$ cat src/rtl/ahb_pkg.sv
// Shared AHB-Lite encodings and the subordinate state type.
package ahb_pkg;

  localparam logic [1:0] HTRANS_IDLE   = 2'b00;
  localparam logic [1:0] HTRANS_BUSY   = 2'b01;
  localparam logic [1:0] HTRANS_NONSEQ = 2'b10;
  localparam logic [1:0] HTRANS_SEQ    = 2'b11;

  localparam logic [2:0] HSIZE_BYTE = 3'd0;
  localparam logic [2:0] HSIZE_HALF = 3'd1;
  localparam logic [2:0] HSIZE_WORD = 3'd2;

  localparam logic HRESP_OKAY  = 1'b0;
  localparam logic HRESP_ERROR = 1'b1;

  typedef enum logic [2:0] {
    ST_IDLE,
    ST_ERR1,
    ST_ERR2,
    ST_WRITE,
    ST_READ_REQ,
    ST_READ_CAP,
    ST_READ_WAIT
  } state_e;

endpackage

$ cat src/rtl/ahb_sub_addr_check.sv
// Address-phase decode: legality check, word address and byte lanes.
module ahb_sub_addr_check
  import ahb_pkg::*;
#(
  parameter int ADDR_WIDTH = 8,
  parameter int MEM_DEPTH  = 64
) (
  input  logic [ADDR_WIDTH-1:0] haddr_i,
  input  logic [2:0]            hsize_i,
  output logic                  err_o,
  output logic [ADDR_WIDTH-3:0] word_addr_o,
  output logic [3:0]            be_o
);

  localparam logic [31:0] DEPTH32 = 32'(MEM_DEPTH);

  logic [31:0] word_ext;

  assign word_addr_o = haddr_i[ADDR_WIDTH-1:2];
  assign word_ext    = 32'(haddr_i[ADDR_WIDTH-1:2]);

  // Flag oversize, misaligned and out-of-range accesses
  always_comb begin
    err_o = 1'b0;
    if (hsize_i > HSIZE_WORD)                                err_o = 1'b1;
    if ((hsize_i == HSIZE_HALF) && haddr_i[0])               err_o = 1'b1;
    if ((hsize_i == HSIZE_WORD) && (haddr_i[1:0] != 2'b00))  err_o = 1'b1;
    if (word_ext >= DEPTH32)                                 err_o = 1'b1;
  end

  // Byte lanes touched by the access
  always_comb begin
    be_o = '0;
    case (hsize_i)
      HSIZE_BYTE: be_o = 4'b0001 << haddr_i[1:0];
      HSIZE_HALF: be_o = haddr_i[1] ? 4'b1100 : 4'b0011;
      HSIZE_WORD: be_o = 4'b1111;
      default:    be_o = '0;
    endcase
  end

endmodule

$ cat src/rtl/ahb_sram_sub.sv
// AHB-Lite subordinate fronting a single-port synchronous word SRAM,
// with configurable wait states and two-cycle ERROR responses.
module ahb_sram_sub
  import ahb_pkg::*;
#(
  parameter int ADDR_WIDTH  = 8,
  parameter int MEM_DEPTH   = 64,
  parameter int WAIT_STATES = 0
) (
  input  logic                  ACLK,
  input  logic                  ARESET,
  input  logic                  HSEL,
  input  logic [ADDR_WIDTH-1:0] HADDR,
  input  logic [1:0]            HTRANS,
  input  logic                  HWRITE,
  input  logic [2:0]            HSIZE,
  input  logic [2:0]            HBURST,
  input  logic [31:0]           HWDATA,
  input  logic                  HREADY,
  output logic                  HREADYOUT,
  output logic                  HRESP,
  output logic [31:0]           HRDATA,
  output logic                  mem_req_o,
  output logic                  mem_we_o,
  output logic [ADDR_WIDTH-3:0] mem_addr_o,
  output logic [3:0]            mem_be_o,
  output logic [31:0]           mem_wdata_o,
  input  logic [31:0]           mem_rdata_i
);

  localparam int CW = (WAIT_STATES > 0) ? $clog2(WAIT_STATES + 1) : 1;
  localparam logic [CW-1:0] CNT_RELOAD = CW'(WAIT_STATES);

  state_e                state_q, state_d;
  logic [CW-1:0]         cnt_q, cnt_d;
  logic [ADDR_WIDTH-3:0] waddr_q, waddr_d;
  logic [3:0]            be_q, be_d;
  logic [31:0]           hrdata_q, hrdata_d;

  logic                  chk_err;
  logic [ADDR_WIDTH-3:0] chk_waddr;
  logic [3:0]            chk_be;
  logic                  cnt_zero;
  logic                  accept;
  logic                  active_trans;
  logic                  hready_out;
  logic                  hresp_out;
  logic                  req;
  logic                  we;
  logic                  unused_hburst;

  // Burst type is accepted on the bus but addressing is per-beat from HADDR
  assign unused_hburst = ^HBURST;

  ahb_sub_addr_check #(
    .ADDR_WIDTH (ADDR_WIDTH),
    .MEM_DEPTH  (MEM_DEPTH)
  ) u_addr_check (
    .haddr_i     (HADDR),
    .hsize_i     (HSIZE),
    .err_o       (chk_err),
    .word_addr_o (chk_waddr),
    .be_o        (chk_be)
  );

  assign cnt_zero     = (cnt_q == '0);
  assign accept       = HSEL && HREADY && hready_out;
  assign active_trans = (HTRANS == HTRANS_NONSEQ) || (HTRANS == HTRANS_SEQ);

  // State, wait counter, registered address phase and read data
  always_ff @(posedge ACLK) begin
    if (ARESET) begin
      state_q  <= ST_IDLE;
      cnt_q    <= '0;
      waddr_q  <= '0;
      be_q     <= '0;
      hrdata_q <= '0;
    end else begin
      state_q  <= state_d;
      cnt_q    <= cnt_d;
      waddr_q  <= waddr_d;
      be_q     <= be_d;
      hrdata_q <= hrdata_d;
    end
  end

  // Next state: every HREADYOUT-high cycle is a potential address-phase accept
  always_comb begin
    state_d  = state_q;
    cnt_d    = cnt_zero ? cnt_q : cnt_q - 1'b1;
    waddr_d  = waddr_q;
    be_d     = be_q;
    hrdata_d = hrdata_q;
    if (state_q == ST_READ_CAP) hrdata_d = mem_rdata_i;
    case (state_q)
      ST_ERR1:     state_d = ST_ERR2;
      ST_READ_REQ: state_d = ST_READ_CAP;
      ST_READ_CAP: begin
        state_d = ST_READ_WAIT;
        cnt_d   = CNT_RELOAD;
      end
      default: ;
    endcase
    if (hready_out) begin
      cnt_d = CNT_RELOAD;
      if (accept && active_trans) begin
        waddr_d = chk_waddr;
        be_d    = chk_be;
        if (chk_err)     state_d = ST_ERR1;
        else if (HWRITE) state_d = ST_WRITE;
        else             state_d = ST_READ_REQ;
      end else begin
        state_d = ST_IDLE;
      end
    end
  end

  // Per-state bus response and SRAM strobes
  always_comb begin
    hready_out = 1'b1;
    hresp_out  = HRESP_OKAY;
    req        = 1'b0;
    we         = 1'b0;
    case (state_q)
      ST_ERR1: begin
        hready_out = 1'b0;
        hresp_out  = HRESP_ERROR;
      end
      ST_ERR2:     hresp_out = HRESP_ERROR;
      ST_WRITE: begin
        hready_out = cnt_zero;
        req        = cnt_zero;
        we         = cnt_zero;
      end
      ST_READ_REQ: begin
        hready_out = 1'b0;
        req        = 1'b1;
      end
      ST_READ_CAP:  hready_out = 1'b0;
      ST_READ_WAIT: hready_out = cnt_zero;
      default: ;
    endcase
  end

  assign HREADYOUT   = hready_out;
  assign HRESP       = hresp_out;
  assign HRDATA      = hrdata_q;
  // Strobes are masked during reset so an abandoned final write beat never commits
  assign mem_req_o   = req && !ARESET;
  assign mem_we_o    = we && !ARESET;
  assign mem_be_o    = mem_req_o ? be_q : '0;
  assign mem_addr_o  = waddr_q;
  assign mem_wdata_o = HWDATA;

endmodule

$ cat config.mk
export PLATFORM = sky130hd
export DESIGN_NAME = ahb_sram_sub
export DESIGN_NICKNAME = d
export VERILOG_FILES = /design/src/rtl/ahb_pkg.sv /design/src/rtl/ahb_sub_addr_check.sv /design/src/rtl/ahb_sram_sub.sv
export SDC_FILE = /design/constraint.sdc
export NUM_CORES = 1
export LEC_CHECK = 0
export BUFFER_PORTS_ARGS = -buffer_cell sky130_fd_sc_hd__buf_4
export CELL_PAD_IN_SITES_DETAIL_PLACEMENT = 1
export CELL_PAD_IN_SITES_GLOBAL_PLACEMENT = 1
export CORE_MARGIN = 1
export CORE_UTILIZATION = 26
export DETAILED_ROUTE_END_ITERATION = 7
export GPL_TIMING_DRIVEN = 0
export HOLD_SLACK_MARGIN = 0.1
export PLACE_DENSITY_LB_ADDON = 0.1
export RECOVER_POWER = 50
export SLEW_MARGIN = 20
export SYNTH_ARGS = -nofsm -noshare
export SYNTH_HDL_FRONTEND = slang
export SYNTH_SLANG_ARGS = --single-unit
$ cat constraint.sdc
create_clock -name ACLK -period 1.7 [get_ports ACLK]
set_input_delay 0.085 -clock ACLK [delete_from_list [all_inputs] [get_ports ACLK]]
set_output_delay 0.085 -clock ACLK [all_outputs]
set_load 0.05 [all_outputs]
* Yosys cells after proc, flatten, opt, wreduce, memory -nomap -nowiden *
Index checks and enable logic that the tools add are counted.

storage, ports and cells
  flip-flop bits (word level) = 46
  bits in latches = 0
  bits in writable memories = 0
  memory bits (read-only) = 0
  output and inout bits = 78
  word-level logic and storage cells = 53
  memories = 0

operators by class
  add/sub/neg operators = 1
  multipliers = 0
  divide/modulo/power cells = 0
  magnitude comparators = 2
  equality and inequality tests = 10
  shift-type cells = 1
  multiplexer cells = 16
  bitwise gates (word level) = 1
  reductions and logical operators = 17

operators with widths
  cell                   number
  $mux W3                4
  $pmux W4 S3            1
  $eq A3 B2 Y1 const B   3
  $eq A3 B3 Y1 const B   3
  $pmux W3 S3            1
  $mux W4                2
  $ge A6 B7 Y1 const B   1
  $logic_and A1 B1 Y1    7
  $eq A3 B1 Y1 const B   2
  $mux W1                6
  $eq A2 B2 Y1 const B   2
  $pmux W1 S2            2
  $reduce_bool A4 Y1     1
  $reduce_or A2 Y1       2
  $reduce_or A4 Y1       1
  $shl A1 B2 Y4 const A  1
  $gt A3 B2 Y1 const B   1
  $logic_not A3 Y1       1
  $reduce_or A3 Y1       1
  $reduce_and A2 Y1      1
  $reduce_bool A2 Y1     1
  $logic_not A1 Y1       1
  $logic_or A1 B1 Y1     1
  $not A1 Y1             1
  $sub A1 B1 Y1 const B  1

* Depth between registers and ports, before layout *
Gate-level depths: netlist (run 1).

  depth in word-level cells = 8
  gate-level depth with buffers = 6

* Modules after synthesis *
Synthesis (run 1) repeated with hierarchy kept, for this count alone.

second synthesis, totals
  cell total of the unflattened synthesis = 275
  area, all modules = 2197.1 µm²

by module, submodules not included
  module              instances  cells an instance  area an instance (µm²)
  ahb_sram_sub        1          254                2074.5
  ahb_sub_addr_check  1          21                 122.6

* Least setup slack after synthesis (run 1) *
No wires, ideal clock.

  path type = flip-flop to output port
  start point = register state_q[1]
  end point = output mem_be_o[0]
  arrival time = 1935 ps
  path slack = -320 ps
  cell stages (with the launch flop) = 6
  buffers on the path = 1
  cell sequence = dfxtp_1 -> buf_2 -> nand2_1 -> or3_1 -> a21oi_2 -> and2_1

between the ends
  word-level cells in the longest chain between the ends = 4

ends and longest elaborated chain
  item                                                 RTL line             RTL
  start, declared                                      ahb_sram_sub.sv:34   state_e state_q, state_d;
  start signal, assigned                               ahb_sram_sub.sv:79   state_q <= state_d;
  $eq A3 B3 Y1 / $eq A3 B2 Y1 (equally long branches)  ahb_sram_sub.sv:124  case (state_q)
  $pmux W1 S2 *                                        ahb_sram_sub.sv:124
  $logic_and A1 B1 Y1 *                                ahb_sram_sub.sv:149  assign mem_req_o = req && !ARESET;
  named net mem_req_o                                  ahb_sram_sub.sv:23   output logic mem_req_o,
  $mux W4 *                                            ahb_sram_sub.sv:151  assign mem_be_o = mem_req_o ? be_q : '0;
  end, declared                                        ahb_sram_sub.sv:26   output logic [3:0] mem_be_o,

The timed path passes the listed nets; every way through them passes the cells marked *.

* Final worst setup path (run 1) *
  start point = register state_q[2]
  end point = output mem_be_o[1]

between the ends
  word-level cells in the longest chain between the ends = 4

ends and longest elaborated chain
  item                                                 RTL line
  $eq A3 B3 Y1 / $eq A3 B2 Y1 (equally long branches)  ahb_sram_sub.sv:124
  $pmux W1 S2 *                                        ahb_sram_sub.sv:124
  $logic_and A1 B1 Y1 *                                ahb_sram_sub.sv:149
  $mux W4 *                                            ahb_sram_sub.sv:151

Mark *: on every way between the ends. The rest lies on a longest branch, timed or not.

==> results of run 1 <==
==> layout make-up <==
cell class,count,area (sq um)
plain buffers,45,304
clock buffers,5,68.8
clock inverters,3,21.3
fillers,991,4170
inverters,2,7.51
multi-input cells,164,863
flip-flops and latches,46,930
well taps,102,128
repair buffers,171,1200
==> worst paths after layout <==
path              startpoint     endpoint  slack (ps)  cells after the start
hold reg to reg   HRDATA[11]   HRDATA[11]         450                      2
setup reg to reg  state_q[0]   HRDATA[12]         210                      7
setup / recovery  state_q[2]  mem_be_o[1]           4                      4
hold / removal        HWRITE   state_q[2]         170                      4
==> layer usage <==
metal,global-route usage,part of all wire,vias to the layer above
met5,0,0,-
met4,0.0437,0.010,0
met3,0.0419,0.075,7
met2,0.301,0.51,96
met1,0.186,0.41,1015
li1,-,-,1158
==> metrics by stage <==
step	instance area (sq um)	setup TNS, ps	setup slack (ps)	utilization	instances
4_1_cts	3720	-454	-99.9	0.485	537
2_1_floorplan	2080	-65.3	-16.3	-	258
5_1_grt	3520	-177	-53.4	0.458	538
6_report	3520	0	4.29	0.458	538
3_5_place_dp	3150	0	119	0.410	486
3_3_place_gp	3150	0	129	0.410	486
==> synthesized netlist by cell type, drive strengths merged <==
master and n:
a21o 1, a21oi 41, a222oi 1, a311oi 1, a31oi 1, a32oi 1
and2 4, buf 40, clkbuf 6, conb 1, dfxtp 46, inv 2
mux2i 6, nand2 66, nand2b 8, nand3 5, nand3b 1, nor2 15
nor2b 1, nor3 1, nor3b 1, o211ai 2, o21ai 2, or2 3
or3 1, xnor2 1
==> cell families (layout without fill, tap and decap cells) <==
group / Yosys count / after routing / share of synthesized area
xor+xnor: 1 / 1 / 0.00424
mux: 6 / 6 / 0.0291
buf+inv: 48 / 226 / 0.153
compound gates: 50 / 50 / 0.144
simple gates: 106 / 106 / 0.222
other cells: 1 / 1 / 0.00182
flops: 46 / 46 / 0.446
==> state kept, by name (all words and copies together) (netlist names) <==
register,cells
HRDATA,32
mem_addr_o,6
be_q,4
state_q,3
cnt_q,1
==> timing repair <==
| action | in CTS | in global routing |
|---|---|---|
| hold buffers | 39 | 0 |
| pin swaps | 6 | 5 |
| endpoints found under the setup margin | 6 | 11 |
| endpoints found under the hold margin | 39 | 0 |
| gates resized for setup | 22 | 3 |
| setup buffers | 4 | 2 |
==> critical path, delay by kind of cell, from the launching register on <==
kind,cells,cell delay (ps)
flip-flops,1,380
AND/OR/NAND/NOR,2,590
buffers and inverters,1,140
AO/OA/AOI/OAI,1,190
==> power breakdown <==
part / leakage (nW) / internal [mW] / switching [mW]
Sequential: 0.373 / 1.08 / 0.00714
Combinational: 0.997 / 0.228 / 0.284
Clock: 0.0441 / 0.290 / 0.403
==> results.cfg, run 1 <==
[status]
outcome = finished clean

[power]
total_leakage_power_nw = 1.41
power.density_mw_per_mm2 = 652
finalPower_mw = 2.30
irDropWorstVdd_v = 0.000266

[drt]
vias = 2276
routed_wl_um = 6580
via_per_inst = 4.23
drc_errors = 0
wl_per_cell_um = 12.2
ant_nets = 0
drt_iter0_markers = 40
dr.pass1.iters = 4

[finish]
syn_to_final_growth_pct = 70.4
layout_common_cells = buf_4 (100), clkbuf_1 (65), nand2_1 (65), dfxtp_1 (43), dlygate4sd3_1 (39)
drive_gt1_frac = 0.317
final_common_cell = buf_4
diodes = 0
fin_nets = 520

[synthesis]
syn_avg_cell_area_sq_um = 8.01
ys_ff_latch = 46
synth_cell_types = 30
yosys.area.top_type = dfxtp_1
synth_cells = 258
ys_seq_area_frac = 0.446
synth_nets = 343
synth_top_cell_area_share = 0.446
syn_area_sq_mm = 0.00207
synth.area.top_cells = dfxtp_1 (45%), nand2_1 (12%), buf_4 (12%), a21oi_1 (9.2%), mux2i_1 (2.9%)
synth_warnings = 0

[worst_setup_path]
crit_type = reg2out
cp_slowest_cell = or3_4
cp-start-kind = flop
critical_path.max_fanout = 7
critical_path_arrival_ps = 1610
max_stage_delay_ps = 410
critPathRequiredTime_ps = 1620
end_kind = output pin
crit_path_cell_trace = or3_4 -> a21oi_4 -> and2_4 -> buf_8

[clocking]
clock_latency_ps = 310
cts_tree = yes
path_clk_slew_ps = 100
numCtsBuffers = 5
cts-root-buf = clkbuf_8
cts_buffer_depth = 2
htree_levels = 2
cts.sinks = 46

[sta]
hold_ws_ps = 170
setup_viol = 0
rsz0062_at_grt = yes
post-route-period-util = 0.997
tightest_slew_ps = 642
finalHoldViolCount = 0
worst_slew_margin_rel = 0.574
timing.fmax_mhz = 590
slew_violations = 0
layout_min_cycle_time_ps = 1700
skew_ps = 11.8

[grt]
antenna_found_initial = 0
grt_pass1_wl_um = 11000
grt_max_degree = 16
overflow = 0
grt_pass1_vias = 2383
grt_use_total = 0.164

[placed_design]
portBuffers = 126
dp_hpwl_um = 4610
gp_congestion = 0.784

[die]
ios = 163
die_w_um = 91.1
start_util = 0.269
core_area_sq_mm = 0.00769
rows = 32
dieArea_sq_mm = 0.00831
die_y_um = 91.1

[worst_hold_path]
min_path_type = in2reg

[job]
max-cap-violations = 0
Power figures use the tool's default switching activity.
==> inputs of run 2 (changes only) <==
--- a/config.mk
+++ b/config.mk
@@ -8,8 +8,8 @@
 export BUFFER_PORTS_ARGS = -buffer_cell sky130_fd_sc_hd__buf_4
 export CELL_PAD_IN_SITES_DETAIL_PLACEMENT = 1
 export CELL_PAD_IN_SITES_GLOBAL_PLACEMENT = 1
-export CORE_MARGIN = 1
-export CORE_UTILIZATION = 26
+export CORE_MARGIN = 2
+export CORE_UTILIZATION = 27
 export DETAILED_ROUTE_END_ITERATION = 7
 export GPL_TIMING_DRIVEN = 0
 export HOLD_SLACK_MARGIN = 0.1
@@ -18,4 +18,5 @@
 export SLEW_MARGIN = 20
 export SYNTH_ARGS = -nofsm -noshare
 export SYNTH_HDL_FRONTEND = slang
+export SYNTH_HIERARCHICAL = 1
 export SYNTH_SLANG_ARGS = --single-unit
==> results.cfg, run 2 <==
[synthesis]
yosys.area_share.xor_xnor = 0.00797
synth_flop_cell = dfxtp_1
synth_top_family_by_area = simple AND/OR/NAND/NOR gates
synth_top_cell_area_share = 0.419
yosysMostFrequentCell = nand2_1
syn_area_sq_mm = 0.00220
ys_seq_area_frac = 0.419
ys_ff_latch = 46
async_flop_share = 0
synth_compound_area_frac = 0.132
yosys.area.top_type = dfxtp_1
synthMuxAreaShare = 0.0456
synth_common_cells = nand2_1 (85), dfxtp_1 (46), a21oi_1 (39), buf_4 (39), mux2i_1 (10)
synth.area.top_cells = dfxtp_1 (42%), nand2_1 (15%), buf_4 (13%), a21oi_1 (8.9%), mux2i_1 (4.6%)
synth_cells = 275
synth-edff-count = 0
synth_cell_types = 33
synth_warnings = 6
yosys.area_share.simple = 0.212
synthAdderAreaFrac = 0
synth_nets = 360
syn_avg_cell_area_sq_um = 7.99

[sta]
setup-tns-final_ps = -79.5
tightest_slew_ps = 648
skew_ps = 8.63
finalHoldViolCount = 0
worst_slew_margin_rel = 0.570
setup_slack_ps = -20.8
hold_ws_ps = 110
setup_viol = 4
post-route-period-util = 1.01
layout_min_cycle_time_ps = 1720
timing.fmax_mhz = 581
rsz0062_at_grt = yes
slew_violations = 0

[worst_setup_path]
cp_slowest_cell = or3b_4
worstReg2RegStart = state_q[0]
critPathRequiredTime_ps = 1620
crit_type = reg2out
rrSetupSlack_ps = 160
path_buf_inv = 1
crit_family = simple AND/OR/NAND/NOR gates
r2r_end = be_q[1]
worstRegToRegCells = 6
critical_path_arrival_ps = 1640
crit_path_cell_trace = or3b_4 -> a21oi_4 -> and2_4 -> buf_8
cp-start-kind = flop
end_kind = output pin
critical_path.max_fanout = 5
max_stage_delay_ps = 410

[clocking]
htree_levels = 2
path_clk_slew_ps = 90
cts.sinks = 46
cts_buffer_depth = 2
cts_tree = yes
cts-root-buf = clkbuf_8
numCtsBuffers = 5
clock_latency_ps = 300

[die]
rows = 32
ios = 163
core_area_sq_mm = 0.00781
start_util = 0.281
die_w_um = 94.2
dieArea_sq_mm = 0.00887
die_y_um = 94.2

[job]
max-cap-violations = 0

[power]
power.density_mw_per_mm2 = 680
total_leakage_power_nw = 1.48
irDropWorstVdd_v = 0.000338

[grt]
grt_pass1_wl_um = 10500
grt_pass1_vias = 2301
overflow = 0
grt_use_total = 0.148
grt_max_degree = 16
antenna_found_initial = 0

[drt]
wl_per_cell_um = 12.3
ant_nets = 0
routed_wl_um = 6780
drc_errors = 0
drt_iter0_markers = 23
via_per_inst = 4.30
dr.pass1.iters = 4
vias = 2362

[status]
outcome = finished with violations
failed_checks = setup timing

[finish]
final.fill_count = 1003
final_cells = 549
layout_common_cells = buf_4 (104), nand2_1 (85), clkbuf_1 (68), dfxtp_1 (43), a21oi_1 (39)
largest_reg_flops = 32
final_util = 0.459
seq_area_sq_um = 930
final_common_cell = buf_4
fin_nets = 531
syn_to_final_growth_pct = 63.2
multiInputGateArea_sq_um = 887
diodes = 0
drive_gt1_frac = 0.300

[placed_design]
dp_hpwl_um = 4790
gp_congestion = 0.737
dp_cells = 497
portBuffers = 120

[worst_hold_path]
hp-start = ARESET
hold_depth = 4
min_path_type = in2reg
min_to = be_q[3]
## run 2: cell count changes after synthesis, sizes merged, moves of 3 or more
cell	change
mux2i	+4
nand2	+19
clkbuf	+3
nand2b	-6
buf	+6
nor2	-10
## run 2: timing repair
action | 4_1_cts | 5_1_grt
endpoints found under the setup margin | 5 | 5
pin swaps | 6 | 6
setup buffers | 3 | 6
hold buffers | 38 | 0
hold endpoints to repair | 38 | 0
resized for setup | 16 | 1
## run 2: stage by stage
stage               power (mW)  instance area (sq um)  worst slack (ps)
finish                    2.44                   3580             -20.8
global placement          1.60                   3230               193
CTS                       2.51                   3770             -56.6
global route              2.56                   3580             -94.7
floorplan                 1.43                   2200              20.7
detailed placement        1.61                   3230               173
## run 2: layout make-up
| class | instances | share of cell area |
|---|---|---|
| Buffer | 52 | 0.0988 |
| Clock buffer | 5 | 0.0192 |
| Clock inverter | 3 | 0.0126 |
| Inverter | 4 | 0.00419 |
| Multi-Input combinational cell | 170 | 0.247 |
| Sequential cell | 46 | 0.259 |
| Tap cell | 102 | 0.0356 |
| Timing Repair Buffer | 167 | 0.323 |
## run 2: logic make-up (layout without fill, tap and decap cells)
| kind of cell | count (synthesis) | in the layout |
|---|---|---|
| flops | 46 | 46 |
| buf+inv | 59 | 231 |
| xor+xnor | 2 | 2 |
| mux | 10 | 10 |
| other cells | 1 | 1 |
| simple gates | 108 | 108 |
| compound gates | 49 | 49 |
## run 2: power by group
part           switching, mW  internal, mW  leakage [nW]  total, mW
clock                  0.388         0.437        0.0504      0.825
sequential           0.00783          1.09         0.373       1.09
combinational          0.291         0.230          1.06      0.521
total                  0.686          1.75          1.48       2.44
## run 2: layer usage
metal	share of wire	GRT usage
met5	0	0
met4	0.020	0.0519
met3	0.090	0.0361
met2	0.47	0.245
met1	0.42	0.186
## run 2: how the worst max path moves through the flow
stage	to	start	cells after the start	slack [ps]
finish	mem_be_o[1]	state_q[0]	4	-20
global route	mem_be_o[3]	state_q[0]	4	-90
CTS	mem_be_o[1]	state_q[2]	5	-60
detailed placement	mem_be_o[1]	state_q[0]	5	170
global placement	mem_be_o[1]	state_q[0]	5	190
floorplan	mem_be_o[0]	state_q[0]	4	20
## run 2: tightest hold or removal path: stages
cell and delay (ps):
buf_4 80, inv_1 60, nand2_1 70, mux2i_1 70
==> inputs of run 3 (changes only) <==
--- a/config.mk
+++ b/config.mk
@@ -6,7 +6,7 @@
 export NUM_CORES = 1
 export LEC_CHECK = 0
 export BUFFER_PORTS_ARGS = -buffer_cell sky130_fd_sc_hd__buf_4
-export CELL_PAD_IN_SITES_DETAIL_PLACEMENT = 1
+export CELL_PAD_IN_SITES_DETAIL_PLACEMENT = 0
 export CELL_PAD_IN_SITES_GLOBAL_PLACEMENT = 1
 export CORE_MARGIN = 2
 export CORE_UTILIZATION = 27
==> results.cfg, run 3 (synthesis results as in run 2) <==
[status]
outcome = finished clean

[drt]
ant_nets = 0
drt_iter0_markers = 48
via_per_inst = 4.12
vias = 2260
wl_per_cell_um = 11.4
drc_errors = 0
dr.pass1.iters = 4
routed_wl_um = 6250

[finish]
final.fill_count = 865
largest_reg_flops = 32
drive_gt1_frac = 0.300
diodes = 0
seq_area_sq_um = 930
final_util = 0.458
fin_nets = 531
multiInputGateArea_sq_um = 887
syn_to_final_growth_pct = 62.9
layout_common_cells = buf_4 (104), nand2_1 (85), clkbuf_1 (68), dfxtp_1 (43), a21oi_1 (39)
final_common_cell = buf_4

[worst_setup_path]
crit_path_cell_trace = or3b_4 -> a21oi_4 -> and2_4 -> buf_8
end_kind = output pin
r2r_end = HRDATA[11]
critical_path_arrival_ps = 1610
critical_path.max_fanout = 5
worstRegToRegCells = 6
max_stage_delay_ps = 410
critPathRequiredTime_ps = 1620
worstReg2RegStart = state_q[1]
rrSetupSlack_ps = 150
cp-start-kind = flop
crit_type = reg2out
cp_slowest_cell = or3b_4

[grt]
grt_pass1_wl_um = 9430
grt_pass1_vias = 2120
grt_max_degree = 15
overflow = 0
antenna_found_initial = 0
grt_use_total = 0.131

[sta]
slew_violations = 0
hold_ws_ps = 119
layout_min_cycle_time_ps = 1700
skew_ps = 10.4
tightest_slew_ps = 639
post-route-period-util = 1.00
rsz0062_at_grt = yes
setup_viol = 0
worst_slew_margin_rel = 0.576
finalHoldViolCount = 0
timing.fmax_mhz = 588

[die]
core_area_sq_mm = 0.00781
die_y_um = 94.2
rows = 32
dieArea_sq_mm = 0.00887
die_w_um = 94.2
start_util = 0.281
ios = 163

[clocking]
clock_latency_ps = 300
htree_levels = 2
cts.sinks = 46
path_clk_slew_ps = 80
cts_buffer_depth = 2
cts-root-buf = clkbuf_8
numCtsBuffers = 5
cts_tree = yes

[power]
irDropWorstVdd_v = 0.000369
power.density_mw_per_mm2 = 675
total_leakage_power_nw = 1.49

[worst_hold_path]
hp-start = ARESET
min_path_type = in2reg
hold_depth = 4
min_to = be_q[3]

[placed_design]
portBuffers = 120
gp_congestion = 0.737
dp_hpwl_um = 4400

[job]
max-cap-violations = 0
[run 3: worst max-delay path, delay by kind of cell (launching register included)]
| kind | cells | cell delay, ps |
|---|---|---|
| flip-flops | 1 | 370 |
| AND/OR/NAND/NOR | 2 | 590 |
| buffers and inverters | 1 | 140 |
| AO/OA/AOI/OAI | 1 | 220 |
[run 3: stage by stage]
stage / power, mW / TNS, ps / std cells / setup WS [ps] / cell area (sq um)
2_1_floorplan: 1.43 / 0 / 275 / 20.7 / 2200
5_1_grt: 2.53 / -295 / 549 / -77.4 / 3580
4_1_cts: 2.50 / -129 / 544 / -33.0 / 3760
3_3_place_gp: 1.60 / 0 / 497 / 193 / 3230
3_5_place_dp: 1.61 / 0 / 497 / 188 / 3230
6_report: 2.42 / 0 / 549 / 0.469 / 3580
[run 3: layer usage]
metal  track usage  share of wire  up-vias
met5             0              0        -
met4        0.0326         0.0048        0
met3        0.0321          0.085        2
met2         0.228           0.47       87
met1         0.162           0.44      984
li1              -              -     1187
[run 3: where the power goes]
group	switching, mW	leakage [nW]	total (mW)	internal [mW]
combinational	0.287	1.06	0.519	0.232
sequential	0.00838	0.373	1.09	1.09
clock	0.372	0.0579	0.805	0.433
total	0.667	1.49	2.42	1.75
[run 3: worst max-delay path by stage]
stage                from  slack [ps]     endpoint  cells past startpoint
6_report       state_q[1]         0.5  mem_be_o[3]                      4
3_5_place_dp   state_q[1]         190  mem_be_o[0]                      5
3_3_place_gp   state_q[0]         190  mem_be_o[1]                      5
4_1_cts        state_q[2]         -30  mem_be_o[3]                      5
2_1_floorplan  state_q[0]          20  mem_be_o[0]                      4
5_1_grt        state_q[1]         -80  mem_be_o[3]                      4
[run 3: cell type report]
type,count,share of cell area
multi-input cells,170,0.248
flip-flops and latches,46,0.260
inverters,4,0.00419
repair buffers,167,0.323
clock inverters,3,0.0112
plain buffers,52,0.0989
clock buffers,5,0.0192
well taps,102,0.0357
[run 3: what timing repair did]
item | CTS | global route
endpoints found under the hold margin | 38 | 0
hold buffers | 38 | 0
gates resized for setup | 16 | 1
setup buffers | 3 | 6
cloned | 0 | 0
setup endpoints to repair | 5 | 5
pin swaps | 6 | 3
